**src/rtl/clk_ratio_mon_pkg.sv**
```systemverilog
// Purpose: shared FSM state encoding and parameter defaults for the clock-ratio monitor.
// Latency: n/a (types and constants only).
// Backpressure: n/a.
package clk_ratio_mon_pkg;

  localparam int CNT_W_DEF   = 16;
  localparam int TIMEOUT_DEF = 1024;
  localparam int LOCK_N_DEF  = 4;

  typedef enum logic [1:0] {
    ST_IDLE    = 2'd0,
    ST_ARM     = 2'd1,
    ST_MEASURE = 2'd2
  } state_e;

endpackage

```
**src/rtl/clk_ratio_mon_sync.sv**
```systemverilog
// Purpose: bring the asynchronous monitored clock into clk and flag its rising edges.
// Latency: rise_o pulses 3 clk cycles after mon_clk_i rises.
// Backpressure: none; free-running, one pulse per detected rising edge.
module clk_ratio_mon_sync
  import clk_ratio_mon_pkg::*;
(
  input  logic clk,
  input  logic rst,
  input  logic mon_clk_i,
  output logic rise_o
);

  logic sync1_q;
  logic sync2_q;
  logic prev_q;
  logic rise_q;

  // Two-flop synchronizer, a delayed copy for edge compare, and a registered edge pulse.
  always_ff @(posedge clk or negedge rst) begin
    if (!rst) begin
      sync1_q <= 1'b0;
      sync2_q <= 1'b0;
      prev_q  <= 1'b0;
      rise_q  <= 1'b0;
    end else begin
      sync1_q <= mon_clk_i;
      sync2_q <= sync1_q;
      prev_q  <= sync2_q;
      rise_q  <= sync2_q & ~prev_q;
    end
  end

  assign rise_o = rise_q;

endmodule

```
**src/rtl/clk_ratio_mon.sv**
```systemverilog
// Purpose: measure mon_clk period in clk cycles, track lock/error/stall; history via CLK_RATIO_MON_HIST_EN.
// Latency: period/period_vld update 4 clk cycles after the mon_clk rising edge that ends a period.
// Backpressure: none; every completed period is reported as a one-cycle period_vld pulse.
module clk_ratio_mon
  import clk_ratio_mon_pkg::*;
#(
  parameter int CNT_W   = CNT_W_DEF,
  parameter int TIMEOUT = TIMEOUT_DEF,
  parameter int LOCK_N  = LOCK_N_DEF
) (
  input  logic             clk,
  input  logic             rst,
  input  logic             mon_clk,
  input  logic             en,
  input  logic [CNT_W-1:0] exp_period,
  input  logic [7:0]       tol,
  input  logic             err_clr,
  output logic [CNT_W-1:0] period,
  output logic             period_vld,
  output logic             locked,
  output logic             err,
  output logic             stalled,
  output logic [CNT_W-1:0] min_period,
  output logic [CNT_W-1:0] max_period
);

  // Lock counter saturates at LOCK_N, so it needs room for that value.
  localparam int LW = (LOCK_N < 1) ? 1 : $clog2(LOCK_N + 1);
  localparam logic [LW-1:0]    LOCK_MAX = LW'(LOCK_N);
  localparam logic [LW-1:0]    LOCK_PRE = LW'(LOCK_N - 1);
  localparam logic [CNT_W-1:0] TO_VAL   = CNT_W'(TIMEOUT - 1);
  // Tolerance math is one bit wider than the period so the difference never wraps,
  // and at least 9 bits so the 8-bit tolerance always fits.
  localparam int DW = (CNT_W + 1 > 9) ? CNT_W + 1 : 9;

  state_e           state_q, state_d;
  logic [CNT_W-1:0] cnt_q, cnt_d;
  logic [CNT_W-1:0] period_q, period_d;
  logic             vld_q, vld_d;
  logic [LW-1:0]    lock_cnt_q, lock_cnt_d;
  logic             locked_q, locked_d;
  logic             err_q, err_d;
  logic             stalled_q, stalled_d;

  logic             rise;
  logic [CNT_W-1:0] p_new;
  logic [DW-1:0]    p_ext, e_ext, t_ext, diff;
  logic             in_tol;

  clk_ratio_mon_sync u_sync (
    .clk       (clk),
    .rst       (rst),
    .mon_clk_i (mon_clk),
    .rise_o    (rise)
  );

  // Period candidate for the edge now arriving; a saturated counter reports all-ones.
  assign p_new  = (cnt_q == '1) ? '1 : cnt_q + CNT_W'(1);
  assign p_ext  = DW'(p_new);
  assign e_ext  = DW'(exp_period);
  assign t_ext  = DW'(tol);
  assign diff   = (p_ext >= e_ext) ? (p_ext - e_ext) : (e_ext - p_ext);
  assign in_tol = (diff <= t_ext);

  // State and measurement registers; reset discards any partial count.
  always_ff @(posedge clk or negedge rst) begin
    if (!rst) begin
      state_q    <= ST_IDLE;
      cnt_q      <= '0;
      period_q   <= '0;
      vld_q      <= 1'b0;
      lock_cnt_q <= '0;
      locked_q   <= 1'b0;
      err_q      <= 1'b0;
      stalled_q  <= 1'b0;
    end else begin
      state_q    <= state_d;
      cnt_q      <= cnt_d;
      period_q   <= period_d;
      vld_q      <= vld_d;
      lock_cnt_q <= lock_cnt_d;
      locked_q   <= locked_d;
      err_q      <= err_d;
      stalled_q  <= stalled_d;
    end
  end

  // Next-state: arm on enable, measure between edges, fall back to ARM on timeout.
  always_comb begin
    state_d    = state_q;
    cnt_d      = cnt_q;
    period_d   = period_q;
    vld_d      = 1'b0;
    lock_cnt_d = lock_cnt_q;
    locked_d   = locked_q;
    // Clear first so a same-cycle set below wins over err_clr.
    err_d      = err_q & ~err_clr;
    stalled_d  = stalled_q;

    if (!en) begin
      state_d    = ST_IDLE;
      cnt_d      = '0;
      lock_cnt_d = '0;
      locked_d   = 1'b0;
      stalled_d  = 1'b0;
    end else begin
      case (state_q)
        ST_IDLE: state_d = ST_ARM;
        ST_ARM: begin
          // First edge only starts the count; there is no period to report yet.
          if (rise) begin
            state_d   = ST_MEASURE;
            cnt_d     = '0;
            stalled_d = 1'b0;
          end
        end
        ST_MEASURE: begin
          if (rise) begin
            cnt_d     = '0;
            stalled_d = 1'b0;
            period_d  = p_new;
            vld_d     = 1'b1;
            if (in_tol) begin
              if (lock_cnt_q != LOCK_MAX) lock_cnt_d = lock_cnt_q + LW'(1);
              if (lock_cnt_q >= LOCK_PRE) locked_d = 1'b1;
            end else begin
              lock_cnt_d = '0;
              locked_d   = 1'b0;
              if (locked_q) err_d = 1'b1;
            end
          end else if (cnt_q == TO_VAL) begin
            // Counter is left at the timeout value so the stall point stays visible.
            stalled_d  = 1'b1;
            state_d    = ST_ARM;
            locked_d   = 1'b0;
            lock_cnt_d = '0;
          end else if (cnt_q != '1) begin
            cnt_d = cnt_q + CNT_W'(1);
          end
        end
        default: state_d = ST_IDLE;
      endcase
    end
  end

  assign period     = period_q;
  assign period_vld = vld_q;
  assign locked     = locked_q;
  assign err        = err_q;
  assign stalled    = stalled_q;

`ifdef CLK_RATIO_MON_HIST_EN
  logic             hist_vld_q, hist_vld_d;
  logic [CNT_W-1:0] min_q, min_d;
  logic [CNT_W-1:0] max_q, max_d;

  // Extremes are folded in the cycle after each reported period; the first one loads both.
  always_comb begin
    hist_vld_d = hist_vld_q;
    min_d      = min_q;
    max_d      = max_q;
    if (vld_q) begin
      hist_vld_d = 1'b1;
      if (!hist_vld_q || period_q < min_q) min_d = period_q;
      if (!hist_vld_q || period_q > max_q) max_d = period_q;
    end
  end

  // History registers survive enable changes; only reset clears them.
  always_ff @(posedge clk or negedge rst) begin
    if (!rst) begin
      hist_vld_q <= 1'b0;
      min_q      <= '0;
      max_q      <= '0;
    end else begin
      hist_vld_q <= hist_vld_d;
      min_q      <= min_d;
      max_q      <= max_d;
    end
  end

  assign min_period = min_q;
  assign max_period = max_q;
`else
  assign min_period = '0;
  assign max_period = '0;
`endif

endmodule

```
**config.mk**
```make
export PLATFORM = sky130hd
export DESIGN_NAME = clk_ratio_mon
export DESIGN_NICKNAME = d
export VERILOG_FILES = /design/src/rtl/clk_ratio_mon_pkg.sv /design/src/rtl/clk_ratio_mon_sync.sv /design/src/rtl/clk_ratio_mon.sv
export SDC_FILE = /design/constraint.sdc
export NUM_CORES = 1
export LEC_CHECK = 0
export BUFFER_PORTS_ARGS = -buffer_cell sky130_fd_sc_hd__buf_2
export CAP_MARGIN = 20
export CORE_ASPECT_RATIO = 0.7
export CORE_MARGIN = 10
export CORE_UTILIZATION = 55
export CTS_CLUSTER_DIAMETER = 100
export DETAILED_ROUTE_END_ITERATION = 7
export GPL_ROUTABILITY_DRIVEN = 0
export PLACE_DENSITY_LB_ADDON = 0.3
export SLEW_MARGIN = 20
export SYNTH_ARGS = -nofsm -noshare
export SYNTH_HDL_FRONTEND = slang
export SYNTH_SLANG_ARGS = --single-unit
```
**constraint.sdc**
```tcl
create_clock -name clk -period 6.5 [get_ports clk]
set_input_delay 0.325 -clock clk [delete_from_list [all_inputs] [get_ports clk]]
set_output_delay 0.325 -clock clk [all_outputs]
set_load 0.05 [all_outputs]
```
==> impl_metrics.yaml <==
outcome:
  run_status: "completed"
critical_path:
  crit_end: "lock_cnt_q[0]$_DFFE_PN0P_"
  crit_path_max_fanout: 9
  critical_path_cell_count: 26
  timing.rr.start: "cnt_q[2]$_DFFE_PN0P_"
  reg2reg_to: "lock_cnt_q[0]$_DFFE_PN0P_"
  cp-startpoint: "cnt_q[2]$_DFFE_PN0P_"
  nature_of_the_critical_path_endpoint: "flip-flop"
  worst-r2r-cell-count: 26
  critical_path.most_common_cell: "and3_1"
  cell_class_contributing_the_biggest_share_of_worst_path_delay: "simple AND/OR/NAND/NOR gates"
  reg2reg_setup_slack_ps: 470
  max_stage_delay_ps: 420
  critical_path.startpoint_type: "flip-flop"
  worst_endpoint_required_time_ps: 6700
  worstSetupPathType: "reg -> reg"
  critical_path_arrival_ps: 6230
  critPathBufInv: 1
  worst_path_max_delay_cell: "dfrtp_1"
timing:
  worst_hold_slack_ps: 27.58
  fmax_mhz: 165.8
  report.final.slew_viol_count: 0
  setup_viol_count_final: 0
  timing.clock.skew_ps: 6.726
  period_minus_slack_ps: 6032
  max_slew.worst_pin.slew_ps: 1031
  timing_hold_violations_final: 0
  fin_ws_ps: 467.6
  max_slew_margin: 0.3111
  setup_tns_ps: 0
  unrepaired_setup_endpoints_after_global_routing: "false"
  finalCritPeriodShare: 0.9281
die:
  placeable_core_area_sq_um: 7973
  std_cell_rows: 27
  floorplan.die.width_microns: 129.1
  die-area_sq_um: 12450
  boundaryPins: 81
  die-height_microns: 96.39
  start_util: 0.5750
route:
  detailedRoute.firstPassIterationCount: 5
  detailroute.via_count: 4172
  drc: 0
  ant_nets: 0
  dr.first_iter.drc_count: 485
  drt-vias-per-instance: 5.778
  wl_microns: 11990
  routedWlPerCell_microns: 16.60
synthesis:
  netlist_top_cells_area: "dfrtp_1 (25%), ha_1 (12%), o21ai_0 (6.2%), buf_4 (5.7%), nand2_1 (4.4%)"
  post_synth_edffs: 0
  postSynthRegisterBits: 45
  ys.warnings.count: 0
  number_of_cells_produced_by_synthesis: 583
  post_synth_num_cell_types: 67
  synth-seq-area-share: 0.2456
  syn_avg_cell_area_sq_um: 7.863
  yosys_most_used_dff: "dfrtp_1"
  synth_top_area_share: 0.2456
  yosysMostFrequentCell: "o21ai_0"
  async_reset_ff_frac: 1.000
  post_synth_most_frequent_cells: "o21ai_0 (57), nand2_1 (54), inv_1 (51), dfrtp_1 (45), ha_1 (45)"
  netlist_area_sq_um: 4584
  synth_top_area_cell: "dfrtp_1"
grt:
  grt_antenna_before_repair: 0
  grt_usage: 0.1841
  grt_start_max_net_pins: 46
  globalRoute.totalOverflow: 0
  first_pass_grt_wire_length_microns: 18670
  grt_pass1_vias: 3739
clocking:
  clock_path_buffers: 2
  cts_tree: "yes"
  tritoncts_num_sinks: 45
  clk_pin_slew_ps: 60
  cts_made_buffers: 5
  postCtsHoldBufs: 0
  cts-root-buf: "clkbuf_16"
  htree_num_levels: 2
  worst_skew_pair.late_latency_ps: 290
place:
  dpl.hpwl_microns: 9457
  numPortBuffers: 48
  worst_case_setup_slack_after_placement_ps: 145.6
run:
  max-cap-violations: 0
cells_and_area:
  num_antenna_cells: 0
  final_core_util: 0.6265
  area_added_between_synthesis_and_finish_pct: 8.952
  ratio_of_cells_with_drive_above_1_in_the_final_layout: 0.1385
  fin_nets: 696
worst_hold_path:
  min_path_type: "in -> async"
power:
  power_density_nw_per_um2: 153.8
  ir_worst_vdd_v: 0.0001824
  p_leak_nw: 2.549
-- cells by family after synthesis --
group | count (synthesis) | share of synthesized area
AOI/OAI and AO/OA | 171 | 0.2410
adders and majority gates | 47 | 0.1316
xor gates and xnor gates | 24 | 0.04585
buffers and inverters | 110 | 0.1228
DFF | 45 | 0.2456
muxes | 7 | 0.01583
other | 1 | 0.0008180
and+or+nand+nor | 178 | 0.1965
-- power by group --
group / switching, mW / total [mW] / internal [mW] / leakage, nW
clock network: 0.102 / 0.294 / 0.192 / 0.0841
logic: 0.132 / 0.187 / 0.0551 / 1.85
registers: 0.00312 / 0.287 / 0.284 / 0.618
total: 0.237 / 0.768 / 0.531 / 2.55
-- what timing repair did --
item / in CTS / in global routing
endpoints found under the setup margin: 0 / 5
hold endpoints to repair: 0 / 0
resized for setup: 0 / 9
setup buffers: 0 / 6
-- final cells by class --
| class | instances | area (sq um) |
|---|---|---|
| timing repair buffer | 58 | 317.8 |
| clock inverter | 1 | 30.03 |
| tap | 101 | 126.4 |
| multi-input combinational | 459 | 3060 |
| inverter | 51 | 191.4 |
| clock buffer | 7 | 142.6 |
| sequential | 45 | 1126 |
| fill | 731 | 2978 |
-- worst min-delay path by stage --
stage                                   from  slack [ps]  depth (start not counted)                       end
floorplan                                rst          30                          0      cnt_q[0]$_DFFE_PN0P_
global route                             rst          70                          1    period[14]$_DFFE_PN0P_
global placement    u_sync.sync1_q$_DFF_PN0_         330                          0  u_sync.sync2_q$_DFF_PN0_
finish                                   rst          30                          1    period[11]$_DFFE_PN0P_
detailed placement  u_sync.sync1_q$_DFF_PN0_         360                          0  u_sync.sync2_q$_DFF_PN0_
CTS                                  mon_clk         160                          1  u_sync.sync1_q$_DFF_PN0_
-- worst reg2reg max path: stages (launching register included) --
cell	delay, ps
dfrtp_1	420
nand3_1	260
nor3_2	340
and3_1	280
and3_1	260
and3_1	260
and3_1	230
xnor2_1	130
nand2_1	90
ha_1	350
and3_1	240
and2_1	200
a31oi_2	280
and2_4	290
mux2i_1	240
xor2_1	170
ha_1	270
a21oi_1	150
o21ai_0	100
a21o_1	190
a21oi_1	130
o21ai_0	80
o31a_1	160
nor4_4	280
buf_4	180
nand4b_2	140
o31ai_1	240
-- cell usage in the layout, fill, tap and decap left out, types with 5 or more instances in the layout --
cell type	Yosys	routed
a21o_1	11	11
ha_1	45	43
nand2b_1	16	16
nand2_1	54	54
o31ai_1	8	8
a21oi_1	36	36
inv_1	51	51
buf_2	9	47
buf_4	35	11
clkbuf_16	0	5
nor2_1	39	38
nor2b_1	6	6
o21ai_0	57	57
and3_1	14	13
nand4_1	9	9
xnor2_1	16	16
mux2i_1	5	5
dfrtp_1	45	45
conb_1	1	32
nand3_1	15	14
xor2_1	8	8
a211oi_1	5	5
-- metal layers --
layer  part of all wire  up-vias  GRT usage
met2               0.43      178     0.2765
li1                   -     2049          -
met1               0.47     1929     0.2550
met5                  0        -          0
met4              0.011        0    0.04528
met3              0.093       16    0.05332
-- through the flow --
| stage | power (mW) | cell area (sq um) | std cells |
|---|---|---|---|
| 4_1_cts | 0.7688 | 4905 | 716 |
| 6_report | 0.7680 | 4995 | 722 |
| 5_1_grt | 0.8032 | 4995 | 722 |
| 3_3_place_gp | 0.4686 | 4726 | 708 |
| 3_5_place_dp | 0.4731 | 4732 | 708 |
| 2_1_floorplan | 0.4460 | 4701 | 614 |
-- flip-flops by register name (all words and copies together) (netlist names) --
signal,cells
u_sync.rise_o,1
lock_cnt_q,3
period_vld,1
u_sync.prev_q,1
cnt_q,16
locked,1
u_sync.sync1_q,1
state_q,2
stalled,1
period,16
u_sync.sync2_q,1
err,1
Note: power is estimated with default switching activity, not from simulation.
